==> src/rtl/swizzle_dram_to_cram.sv <==
// Fetches row-major DRAM words and writes them bit-transposed to a CRAM port through ping/pong bit buffers.
// Optional feature macro SWIZZLE_D2C_DMA_MODE_EN adds a dma_mode input for straight-through word copies.
module swizzle_dram_to_cram #(
   parameter int DWIDTH     = 40,
   parameter int MEM_AWIDTH = 16,
   parameter int RAM_AWIDTH = 9,
   parameter int NBLK_WIDTH = 8
) (
   input  logic                  clk,
   input  logic                  resetn,
   input  logic                  start,
   input  logic [NBLK_WIDTH-1:0] num_blocks,
   input  logic [MEM_AWIDTH-1:0] mem_ctrl_addr_start,
   input  logic [RAM_AWIDTH-1:0] ram_addr_start,
`ifdef SWIZZLE_D2C_DMA_MODE_EN
   input  logic                  dma_mode,
`endif
   output logic                  mem_ctrl_re,
   input  logic                  mem_ctrl_ready,
   output logic [MEM_AWIDTH-1:0] mem_ctrl_addr,
   input  logic                  mem_ctrl_rvalid,
   input  logic [DWIDTH-1:0]     mem_ctrl_data_in,
   output logic                  ram_we,
   output logic [RAM_AWIDTH-1:0] ram_addr,
   output logic [DWIDTH-1:0]     ram_data_out,
   output logic                  ram_data_last,
   output logic                  busy,
   output logic                  done
);

   localparam int CW = (DWIDTH > 1) ? $clog2(DWIDTH) : 1;
   localparam int IW = $clog2(DWIDTH + 1);
   localparam int OW = IW + 1;
   localparam logic [CW-1:0] LAST_IDX  = CW'(DWIDTH - 1);
   localparam logic [IW-1:0] FULL_CNT  = IW'(DWIDTH);
   localparam logic [IW-1:0] LAST_ISS  = IW'(DWIDTH - 1);

   typedef enum logic [1:0] {IDLE, RUN, FLUSH, DONE} state_t;
   typedef enum logic [1:0] {B_EMPTY, B_FILL, B_FULL, B_DRAIN} buf_state_t;

   state_t                state, state_n;
   buf_state_t            buf_st [2];
   buf_state_t            buf_n  [2];
   logic [DWIDTH-1:0]     bufs   [2][DWIDTH];

   logic [NBLK_WIDTH-1:0] nblk, nblk_last;
   logic [NBLK_WIDTH-1:0] blk_issue, blk_drain;
   logic                  fill_sel;
   logic [IW-1:0]         issue_cnt;
   logic [CW-1:0]         row_cnt;
   logic [OW-1:0]         outstanding;
   logic                  drain_active, drain_active_n;
   logic                  drain_sel, drain_sel_n;
   logic [CW-1:0]         col_cnt, col_n;
   logic [DWIDTH-1:0]     col_word;

   logic                  xfer_active, handshake, rvalid_acc;
   logic                  fill_done, drain_end, last_issue;

   logic                  dma_q, dma_we, dma_last;
   logic [DWIDTH-1:0]     dma_data;

   assign nblk_last   = nblk - NBLK_WIDTH'(1);
   assign xfer_active = (state == RUN) || (state == FLUSH);
   assign handshake   = mem_ctrl_re && mem_ctrl_ready;
   // In DMA mode blk_issue/blk_drain count words issued/received instead of blocks.
   assign rvalid_acc  = xfer_active && mem_ctrl_rvalid &&
                        (dma_q ? (blk_drain != blk_issue) : (outstanding != '0));
   assign fill_done   = rvalid_acc && !dma_q && (row_cnt == LAST_IDX);
   assign drain_end   = drain_active && (col_cnt == LAST_IDX);
   assign last_issue  = handshake && (blk_issue == nblk_last) &&
                        (dma_q || (issue_cnt == LAST_ISS));

   always_comb begin
      mem_ctrl_re = 1'b0;
      if (state == RUN) begin
         if (dma_q) begin
            mem_ctrl_re = 1'b1;
         end else begin
            mem_ctrl_re = (issue_cnt < FULL_CNT) &&
                          ((buf_st[fill_sel] == B_EMPTY) || (buf_st[fill_sel] == B_FILL));
         end
      end
   end

   always_comb begin
      col_word = '0;
      for (int i = 0; i < DWIDTH; i++) begin
         col_word[i] = bufs[drain_sel][i][col_cnt];
      end
   end

   assign ram_we        = dma_q ? dma_we : drain_active;
   assign ram_data_out  = dma_q ? dma_data : (drain_active ? col_word : '0);
   assign ram_data_last = dma_q ? dma_last : (drain_end && (blk_drain == nblk_last));
   assign busy          = (state != IDLE);
   assign done          = (state == DONE);

   // Buffer hand-off and drain scheduling; a buffer filled this cycle may start draining next cycle.
   always_comb begin
      state_n        = state;
      buf_n[0]       = buf_st[0];
      buf_n[1]       = buf_st[1];
      drain_active_n = drain_active;
      drain_sel_n    = drain_sel;
      col_n          = col_cnt;

      if (handshake && !dma_q && (buf_st[fill_sel] == B_EMPTY)) begin
         buf_n[fill_sel] = B_FILL;
      end
      if (drain_active) begin
         col_n = col_cnt + 1'b1;
      end
      if (drain_end) begin
         buf_n[drain_sel] = B_EMPTY;
         drain_active_n   = 1'b0;
         col_n            = '0;
      end
      if (fill_done) begin
         buf_n[fill_sel] = B_FULL;
      end
      if (!drain_active || drain_end) begin
         if (buf_n[0] == B_FULL) begin
            buf_n[0]       = B_DRAIN;
            drain_active_n = 1'b1;
            drain_sel_n    = 1'b0;
            col_n          = '0;
         end else if (buf_n[1] == B_FULL) begin
            buf_n[1]       = B_DRAIN;
            drain_active_n = 1'b1;
            drain_sel_n    = 1'b1;
            col_n          = '0;
         end
      end

      case (state)
         IDLE: begin
            if (start) begin
               state_n = (num_blocks == '0) ? DONE : RUN;
            end
         end
         RUN: begin
            if (last_issue) begin
               state_n = FLUSH;
            end
         end
         FLUSH: begin
            if (dma_q) begin
               if (dma_we && dma_last) begin
                  state_n = DONE;
               end
            end else if ((outstanding == '0) && (buf_n[0] == B_EMPTY) &&
                         (buf_n[1] == B_EMPTY) && !drain_active_n) begin
               state_n = DONE;
            end
         end
         DONE: begin
            state_n = IDLE;
         end
         default: begin
            state_n = IDLE;
         end
      endcase
   end

   always_ff @(posedge clk) begin
      if (!resetn) begin
         state <= IDLE;
      end else begin
         state <= state_n;
      end
   end

   always_ff @(posedge clk) begin
      if (!resetn) begin
         buf_st[0]     <= B_EMPTY;
         buf_st[1]     <= B_EMPTY;
         drain_active  <= 1'b0;
         drain_sel     <= 1'b0;
         col_cnt       <= '0;
         fill_sel      <= 1'b0;
         nblk          <= '0;
         blk_issue     <= '0;
         blk_drain     <= '0;
         issue_cnt     <= '0;
         row_cnt       <= '0;
         outstanding   <= '0;
         mem_ctrl_addr <= '0;
         ram_addr      <= '0;
      end else begin
         buf_st[0]    <= buf_n[0];
         buf_st[1]    <= buf_n[1];
         drain_active <= drain_active_n;
         drain_sel    <= drain_sel_n;
         col_cnt      <= col_n;
         if ((state == IDLE) && start) begin
            nblk          <= num_blocks;
            mem_ctrl_addr <= mem_ctrl_addr_start;
            ram_addr      <= ram_addr_start;
            blk_issue     <= '0;
            blk_drain     <= '0;
            issue_cnt     <= '0;
            row_cnt       <= '0;
            outstanding   <= '0;
         end else begin
            if (handshake) begin
               mem_ctrl_addr <= mem_ctrl_addr + 1'b1;
            end
            if (ram_we) begin
               ram_addr <= ram_addr + 1'b1;
            end
            if (handshake && (dma_q || (issue_cnt == LAST_ISS))) begin
               blk_issue <= blk_issue + 1'b1;
            end
            if (dma_q ? rvalid_acc : drain_end) begin
               blk_drain <= blk_drain + 1'b1;
            end
            if (fill_done) begin
               issue_cnt <= '0;
               row_cnt   <= '0;
               fill_sel  <= ~fill_sel;
            end else begin
               if (handshake && !dma_q) begin
                  issue_cnt <= issue_cnt + 1'b1;
               end
               if (rvalid_acc && !dma_q) begin
                  row_cnt <= row_cnt + 1'b1;
               end
            end
            if (!dma_q) begin
               outstanding <= outstanding + OW'(handshake) - OW'(rvalid_acc);
            end
         end
      end
   end

   always_ff @(posedge clk) begin
      if (rvalid_acc && !dma_q) begin
         bufs[fill_sel][row_cnt] <= mem_ctrl_data_in;
      end
   end

`ifdef SWIZZLE_D2C_DMA_MODE_EN
   always_ff @(posedge clk) begin
      if (!resetn) begin
         dma_q    <= 1'b0;
         dma_we   <= 1'b0;
         dma_last <= 1'b0;
         dma_data <= '0;
      end else begin
         if ((state == IDLE) && start) begin
            dma_q <= dma_mode;
         end
         dma_we   <= rvalid_acc && dma_q;
         dma_last <= rvalid_acc && dma_q && (blk_drain == nblk_last);
         dma_data <= mem_ctrl_data_in;
      end
   end
`else
   assign dma_q    = 1'b0;
   assign dma_we   = 1'b0;
   assign dma_last = 1'b0;
   assign dma_data = '0;
`endif

endmodule

==> config.mk <==
export PLATFORM = sky130hd
export DESIGN_NAME = swizzle_dram_to_cram
export DESIGN_NICKNAME = d
export VERILOG_FILES = /design/src/rtl/swizzle_dram_to_cram.sv
export SDC_FILE = /design/constraint.sdc
export NUM_CORES = 2
export LEC_CHECK = 0
export ABC_CLOCK_PERIOD_IN_PS = 5200
export BUFFER_PORTS_ARGS = -buffer_cell sky130_fd_sc_hd__buf_2
export CORE_ASPECT_RATIO = 2
export CORE_UTILIZATION = 35
export CTS_CLUSTER_SIZE = 24
export DETAILED_ROUTE_END_ITERATION = 8
export PLACE_DENSITY = 0.55
export SETUP_SLACK_MARGIN = 0.15
export SYNTH_ARGS = -nofsm -noshare
export SYNTH_HDL_FRONTEND = slang
export SYNTH_SLANG_ARGS = --single-unit
==> constraint.sdc <==
create_clock -name clk -period 5.2 [get_ports clk]
set_input_delay 1.04 -clock clk [delete_from_list [all_inputs] [get_ports clk]]
set_output_delay 1.04 -clock clk [all_outputs]
set_load 0.02 [all_outputs]
# After elaboration in Yosys (flattened, before gate mapping)
# Memories as Yosys holds them, arrays and structs flattened. A register that Yosys moved wholly into a read port is not among the register bits.
# Cells that the tools add are included.
[totals] ff_bits=79 ram_bits=3204 input_bits=78 out_inout_bits=70 word_cells=227 mem_count=2
[op_classes] add_sub_neg=10 order_cmp=8 n_eq_ne=14 mux=125 bitwise_logic=16 n_reduce_logical=39
[mem_list] memory="bufs" depth=2 width=1600 read_ports=1 rd_ports_with_merged_regs=1 wr=1 line="44" text="logic [DWIDTH-1:0] bufs [2][DWIDTH];"
[mem_list] memory="buf_st" depth=2 width=2 read_ports=3 rd_ports_with_merged_regs=1 wr=2 line="42" text="buf_state_t buf_st [2];"
[ops] operator="2-to-1 mux 1600 bit" count=1
[ops] operator="binary-select mux 1 bit (select 6 bit)" count=40
[ops] operator="demux 40 bit (select 6 bit)" count=1
[ops] operator="2-to-1 mux 40 bit" count=2
[ops] operator="2-to-1 mux 1 bit" count=54
[ops] operator="2-to-1 mux 16 bit" count=2
[ops] operator="2-to-1 mux 6 bit" count=5
[ops] operator="2-to-1 mux 2 bit" count=11
[ops] operator="adder 6 x 1 -> 6 bit (second input constant)" count=3
[ops] operator="equality test 6 bit (second input constant)" count=3
[ops] operator="logical AND 1 bit" count=18
[ops] operator="2-to-1 mux 9 bit" count=2
[ops] operator="adder 16 x 1 -> 16 bit (second input constant)" count=1
[ops] operator="adder 8 x 1 -> 8 bit (second input constant)" count=2
[ops] operator="equality test 8 bit" count=2
[ops] operator="2-to-1 mux 4 bit" count=4
[ops] operator="adder 9 x 1 -> 9 bit (second input constant)" count=1
[ops] operator="equality test 2 bit (second input constant)" count=4
[ops] operator="zero test 2 bit" count=4
[ops] operator="zero test 8 bit" count=1
[ops] operator="case mux 2 bit (4 select lines)" count=1
[ops] operator="nonzero test 2 bit" count=4
[ops] operator="subtractor 8 x 1 -> 8 bit (second input constant)" count=1
[ops] operator="adder 7 x 1 -> 7 bit" count=1
[ops] operator="28 further kinds" count=44

# Longest topological paths before layout
[depth] ltp_word=22 depth_mapped=17 mapped_depth_nobuf=17

# Worst setup path after synthesis
# OpenSTA, ideal clock, no wires.
[synth_path] path_kind="input to register" from="input mem_ctrl_rvalid" to="memory bufs[1][200] (netlist name) (enable)" setup_time_ns=0.438 t_arrival_ns=3.836 required_time_ns=4.762 slack_ns=0.927 cell_stages=7 path_buffers=2 cell_sequence="nand2_1 -> a21oi_1 -> buf_1 -> nor2b_1 -> clkbuf_1 -> nand3b_1 -> nor2_1"
[synth_between] elab_chain_len=4
[synth_lines] element="start, declared" line="21" text="input logic mem_ctrl_rvalid,"
[synth_lines] element="logical AND 1 bit (2 in series)" line="67" text="assign rvalid_acc = xfer_active && mem_ctrl_rvalid &&"
[synth_lines] element="net rvalid_acc" line="57" text="logic xfer_active, handshake, rvalid_acc;"
[synth_lines] element="2-to-1 mux 1 bit" line="238" text="if (rvalid_acc && !dma_q) begin"
[synth_lines] element="2-to-1 mux 1600 bit (implied by the code)" line="239" text="bufs[fill_sel][row_cnt] <= mem_ctrl_data_in;"
[synth_lines] element="end, declared" line="44"
# The timed path passes the listed nets, and every way through them passes these cells.

==> flow_metrics.env <==
export IMPL_final_setup_tns_ns=0
export IMPL_synthesis_nets=5541
export IMPL_sequential_cell_area_sq_um=97800
export IMPL_drc_errors=0
export IMPL_rsz0062_at_grt="yes"
export IMPL_grt_first_pass_wirelength_microns=482000
export IMPL_vdd_ir_max_mv=0.272
export IMPL_postSynth_asyncResetShare_pct=0
export IMPL_powerDensity_nw_per_um2=363
export IMPL_netlist_area_pre_place_sq_um=126000
export IMPL_drv_cap=0
export IMPL_placed_wire_length_estimate_after_detailed_placement_microns=193000
export IMPL_syn_area_cell_sq_um=23.2
export IMPL_status="complete, no violations"
export IMPL_yosys_most_used_dff="sky130_fd_sc_hd__edfxtp_1"
export IMPL_total_global_route_track_usage_pct=18.7
export IMPL_gp_routability_congestion=0.769
export IMPL_worstHoldPathType="in -> reg"
export IMPL_cts_max_path_buffers=4
export IMPL_tritoncts="yes"
export IMPL_synthesis_instances=5440
export IMPL_yosysWarnings=0
export IMPL_setup_reg_to_reg_worst_slack_ns=1.31
export IMPL_period_needed_ns=5.01
export IMPL_portBuffers=147
export IMPL_drtIter0Drc=5047
export IMPL_grt_overflow_total=0
export IMPL_layout_nets=5981
export IMPL_drive_gt1_share_pct=32.0
export IMPL_placeableCoreArea_sq_um=359000
export IMPL_cts_hold_fix_buffers=0
export IMPL_criticalPathCategory="reg -> out"
export IMPL_slew_headroom_pct=14.5
export IMPL_layout_cells_excl_fill=10800
export IMPL_cts_root_buf="sky130_fd_sc_hd__clkbuf_16"
export IMPL_numPlacedInstances=10200
export IMPL_yosysUniqueCellTypes=66
export IMPL_layout_worst_path_cycle_share_pct=96.3
export IMPL_largest_net_degree_at_the_start_of_global_routing=81
export IMPL_cts_buffers_inserted=286
export IMPL_cp_data_required_time_ns=4.16
export IMPL_fmax_ghz=0.200
export IMPL_std_cell_rows=311
export IMPL_fillCellCount=31100
export IMPL_route_detailed_vias_per_inst=5.51
export IMPL_final_max_slew_viol_count=0
export IMPL_vias_in_the_first_global_route=63600
export IMPL_critical_path_max_fanout=13
export IMPL_placed_cell_area_sq_um=135000
export IMPL_ctsHtreeMaxLevel=5
export IMPL_clock_latency_ns=0.89
export IMPL_critical_path_startpoint_type="flop"
export IMPL_drt_first_pass_iters=7
export IMPL_detail_route_wirelength_microns=343000
export IMPL_average_wire_length_per_cell_after_detail_routing_microns=31.8
export IMPL_setup_violations=0
export IMPL_hold_violations_final=0
export IMPL_fin_skew_ns=0.0592
export IMPL_tritoncts_num_sinks=3285
export IMPL_dr_total_vias=59400
export IMPL_final_area_sq_um=145000
export IMPL_cts_clk_slew_worst_paths_ns=0.07
export IMPL_design_die_area_sq_um=364000
export IMPL_drtAntennaViolNets=0
export IMPL_initial_utilization_pct=35.2
export IMPL_cp_data_arrival_time_ns=3.97
export IMPL_leakagePower_nw=43.0
export IMPL_die_width_microns=427
export IMPL_multi_input_area_sq_um=28000
export IMPL_worstSetupEndpointType="output port"
export IMPL_io_pins=148
export IMPL_fin_worst_hold_slack_ns=0.410
export IMPL_synth_seq_cells=3285
export IMPL_antenna_found_initial=27
export IMPL_die_height_microns=852
export IMPL_area_grow_syn2layout_pct=14.9
export IMPL_count_of_flip_flops_with_a_built_in_enable_after_synthesis=3200
export IMPL_synth_seq_area_share_pct=77.3
export IMPL_max_slew_worst_pin_slew_ns=1.28
-- placed cells by master (no fill, tap or decap), drive strengths merged, types with 9 or more instances in the layout --
cell type	Yosys	final
edfxtp	3200	3200
mux4	955	955
buf	171	428
clkbuf	119	334
nor2	205	205
clkinv	1	107
mux2i	101	101
dfxtp	85	85
nand2	76	76
a211oi	71	71
a21oi	58	58
nor2b	42	42
xor2	39	39
o21ai	37	37
inv	22	33
xnor2	31	31
bufinv	0	31
nand3	25	25
a31oi	24	24
ha	22	22
a22oi	22	22
and2	19	19
nand4	15	15
nor4	15	15
diode	0	11
clkinvlp	0	10
bufbuf	0	9
-- area by class of cell --
type	count	area share, %
flip-flops and latches	3285	67.3
multi-input cells	1842	19.3
clock buffers	329	5.15
well taps	4695	4.04
repair buffers	442	3.03
clock inverters	158	1.12
inverters	23	0.0594
diodes	11	0.0189
-- final timing paths --
kind                            cells after the start           from              end
worst min-delay path                                3  num_blocks[5]          nblk[5]
worst max register to register                      8       state[0]    bufs[0][1310]
worst max-delay path                               12           flop  ram_data_out[8]
worst min register to register                      2   issue_cnt[1]     issue_cnt[1]
-- registers in the layout, indices dropped and copies added (netlist names), named ones only --
name and count:
blk_drain 8, blk_issue 8, buf_st 4, bufs 3200
col_cnt 6, drain_sel 1, fill_sel 1, issue_cnt 6
mem_ctrl_addr 16, nblk 8, outstanding 7, ram_addr 9
ram_we 1, row_cnt 6, state 2
-- synth_stat cells, types with 6 or more instances --
| cell type | instances | share of area, % |
|---|---|---|
| sky130_fd_sc_hd__dfxtp_1 | 85 | 1.3 |
| sky130_fd_sc_hd__nor4_1 | 14 | 0.069 |
| sky130_fd_sc_hd__nand3_1 | 25 | 0.099 |
| sky130_fd_sc_hd__clkbuf_1 | 118 | 0.35 |
| sky130_fd_sc_hd__nor2b_1 | 42 | 0.21 |
| sky130_fd_sc_hd__o21ai_1 | 26 | 0.10 |
| sky130_fd_sc_hd__mux2i_1 | 101 | 0.80 |
| sky130_fd_sc_hd__buf_2 | 105 | 0.42 |
| sky130_fd_sc_hd__nand4_1 | 15 | 0.074 |
| sky130_fd_sc_hd__nor3_1 | 7 | 0.028 |
| sky130_fd_sc_hd__and3_1 | 6 | 0.030 |
| sky130_fd_sc_hd__o21ai_0 | 11 | 0.044 |
| sky130_fd_sc_hd__edfxtp_1 | 3200 | 76 |
| sky130_fd_sc_hd__inv_1 | 21 | 0.062 |
| sky130_fd_sc_hd__a211oi_1 | 71 | 0.42 |
| sky130_fd_sc_hd__a221oi_1 | 8 | 0.055 |
| sky130_fd_sc_hd__nand2_1 | 76 | 0.23 |
| sky130_fd_sc_hd__and2_1 | 19 | 0.094 |
| sky130_fd_sc_hd__buf_1 | 28 | 0.083 |
| sky130_fd_sc_hd__xor2_1 | 39 | 0.27 |
| sky130_fd_sc_hd__xnor2_1 | 31 | 0.21 |
| sky130_fd_sc_hd__ha_1 | 22 | 0.22 |
| sky130_fd_sc_hd__buf_6 | 9 | 0.080 |
| sky130_fd_sc_hd__nor2_1 | 205 | 0.61 |
| sky130_fd_sc_hd__a31oi_1 | 24 | 0.12 |
| sky130_fd_sc_hd__buf_4 | 29 | 0.17 |
| sky130_fd_sc_hd__mux4_2 | 955 | 17 |
| sky130_fd_sc_hd__a21oi_1 | 58 | 0.23 |
| sky130_fd_sc_hd__nand3b_1 | 6 | 0.036 |
| sky130_fd_sc_hd__nand2b_1 | 7 | 0.035 |
| sky130_fd_sc_hd__a22oi_1 | 22 | 0.13 |
-- critical path: stages, from the launching register on --
cell                       delay, ns
sky130_fd_sc_hd__dfxtp_4        0.39
sky130_fd_sc_hd__buf_6          0.17
sky130_fd_sc_hd__buf_12         0.17
sky130_fd_sc_hd__buf_12         0.12
sky130_fd_sc_hd__buf_16         0.16
sky130_fd_sc_hd__mux4_2         0.53
sky130_fd_sc_hd__mux4_2         0.51
sky130_fd_sc_hd__mux2i_1        0.16
sky130_fd_sc_hd__nor2_1         0.10
sky130_fd_sc_hd__a221oi_2       0.31
sky130_fd_sc_hd__buf_4          0.21
sky130_fd_sc_hd__nor2_1         0.05
sky130_fd_sc_hd__buf_2          0.19
-- kinds of logic after synthesis --
| logic type | Yosys count | share of synthesized area (%) |
|---|---|---|
| and+or+nand+nor | 446 | 1.67 |
| muxes | 1060 | 17.8 |
| AOI/OAI and AO/OA | 242 | 1.26 |
| adders and majority gates | 23 | 0.233 |
| buffers and inverters | 313 | 1.18 |
| DFF | 3285 | 77.3 |
| xor gates and xnor gates | 71 | 0.504 |
-- timing repair --
action,4_1_cts,5_1_grt
gates cloned,11,5
buffers inserted,15,10
endpoints found under the hold margin,0,0
pin swaps,0,0
endpoints found under the setup margin,40,13
gates resized for setup,74,9
-- report_power, final --
part | switching, mW | total (mW) | leakage (nW) | internal (mW)
clock | 9.63 | 21.5 | 4.46 | 11.9
combinational | 1.41 | 1.91 | 9.11 | 0.495
sequential | 0.138 | 29.4 | 29.5 | 29.2
total | 11.2 | 52.8 | 43.0 | 41.6
-- per-layer routing --
| layer | vias to the layer above | global-route usage (%) | wire length, microns |
|---|---|---|---|
| li1 | 24000 | - | - |
| met1 | 33300 | 21.7 | 124000 |
| met2 | 1693 | 35.8 | 194000 |
| met3 | 415 | 2.06 | 15100 |
| met4 | 4 | 5.12 | 9640 |
| met5 | - | 0 | 18 |
-- through the flow --
| step | worst slack [ns] | total power [mW] | utilization (%) |
|---|---|---|---|
| after floorplan | 0.927 | 30.7 | - |
| final | 0.194 | 52.8 | 40.5 |
| after global routing | 0.116 | 54.1 | 40.5 |
| after detailed placement | 0.499 | 31.9 | 37.6 |
| after global placement | 0.497 | 31.8 | 37.6 |
| after CTS | 0.0504 | 53.2 | 40.4 |
No activity file was read; power rests on OpenSTA's default activity.
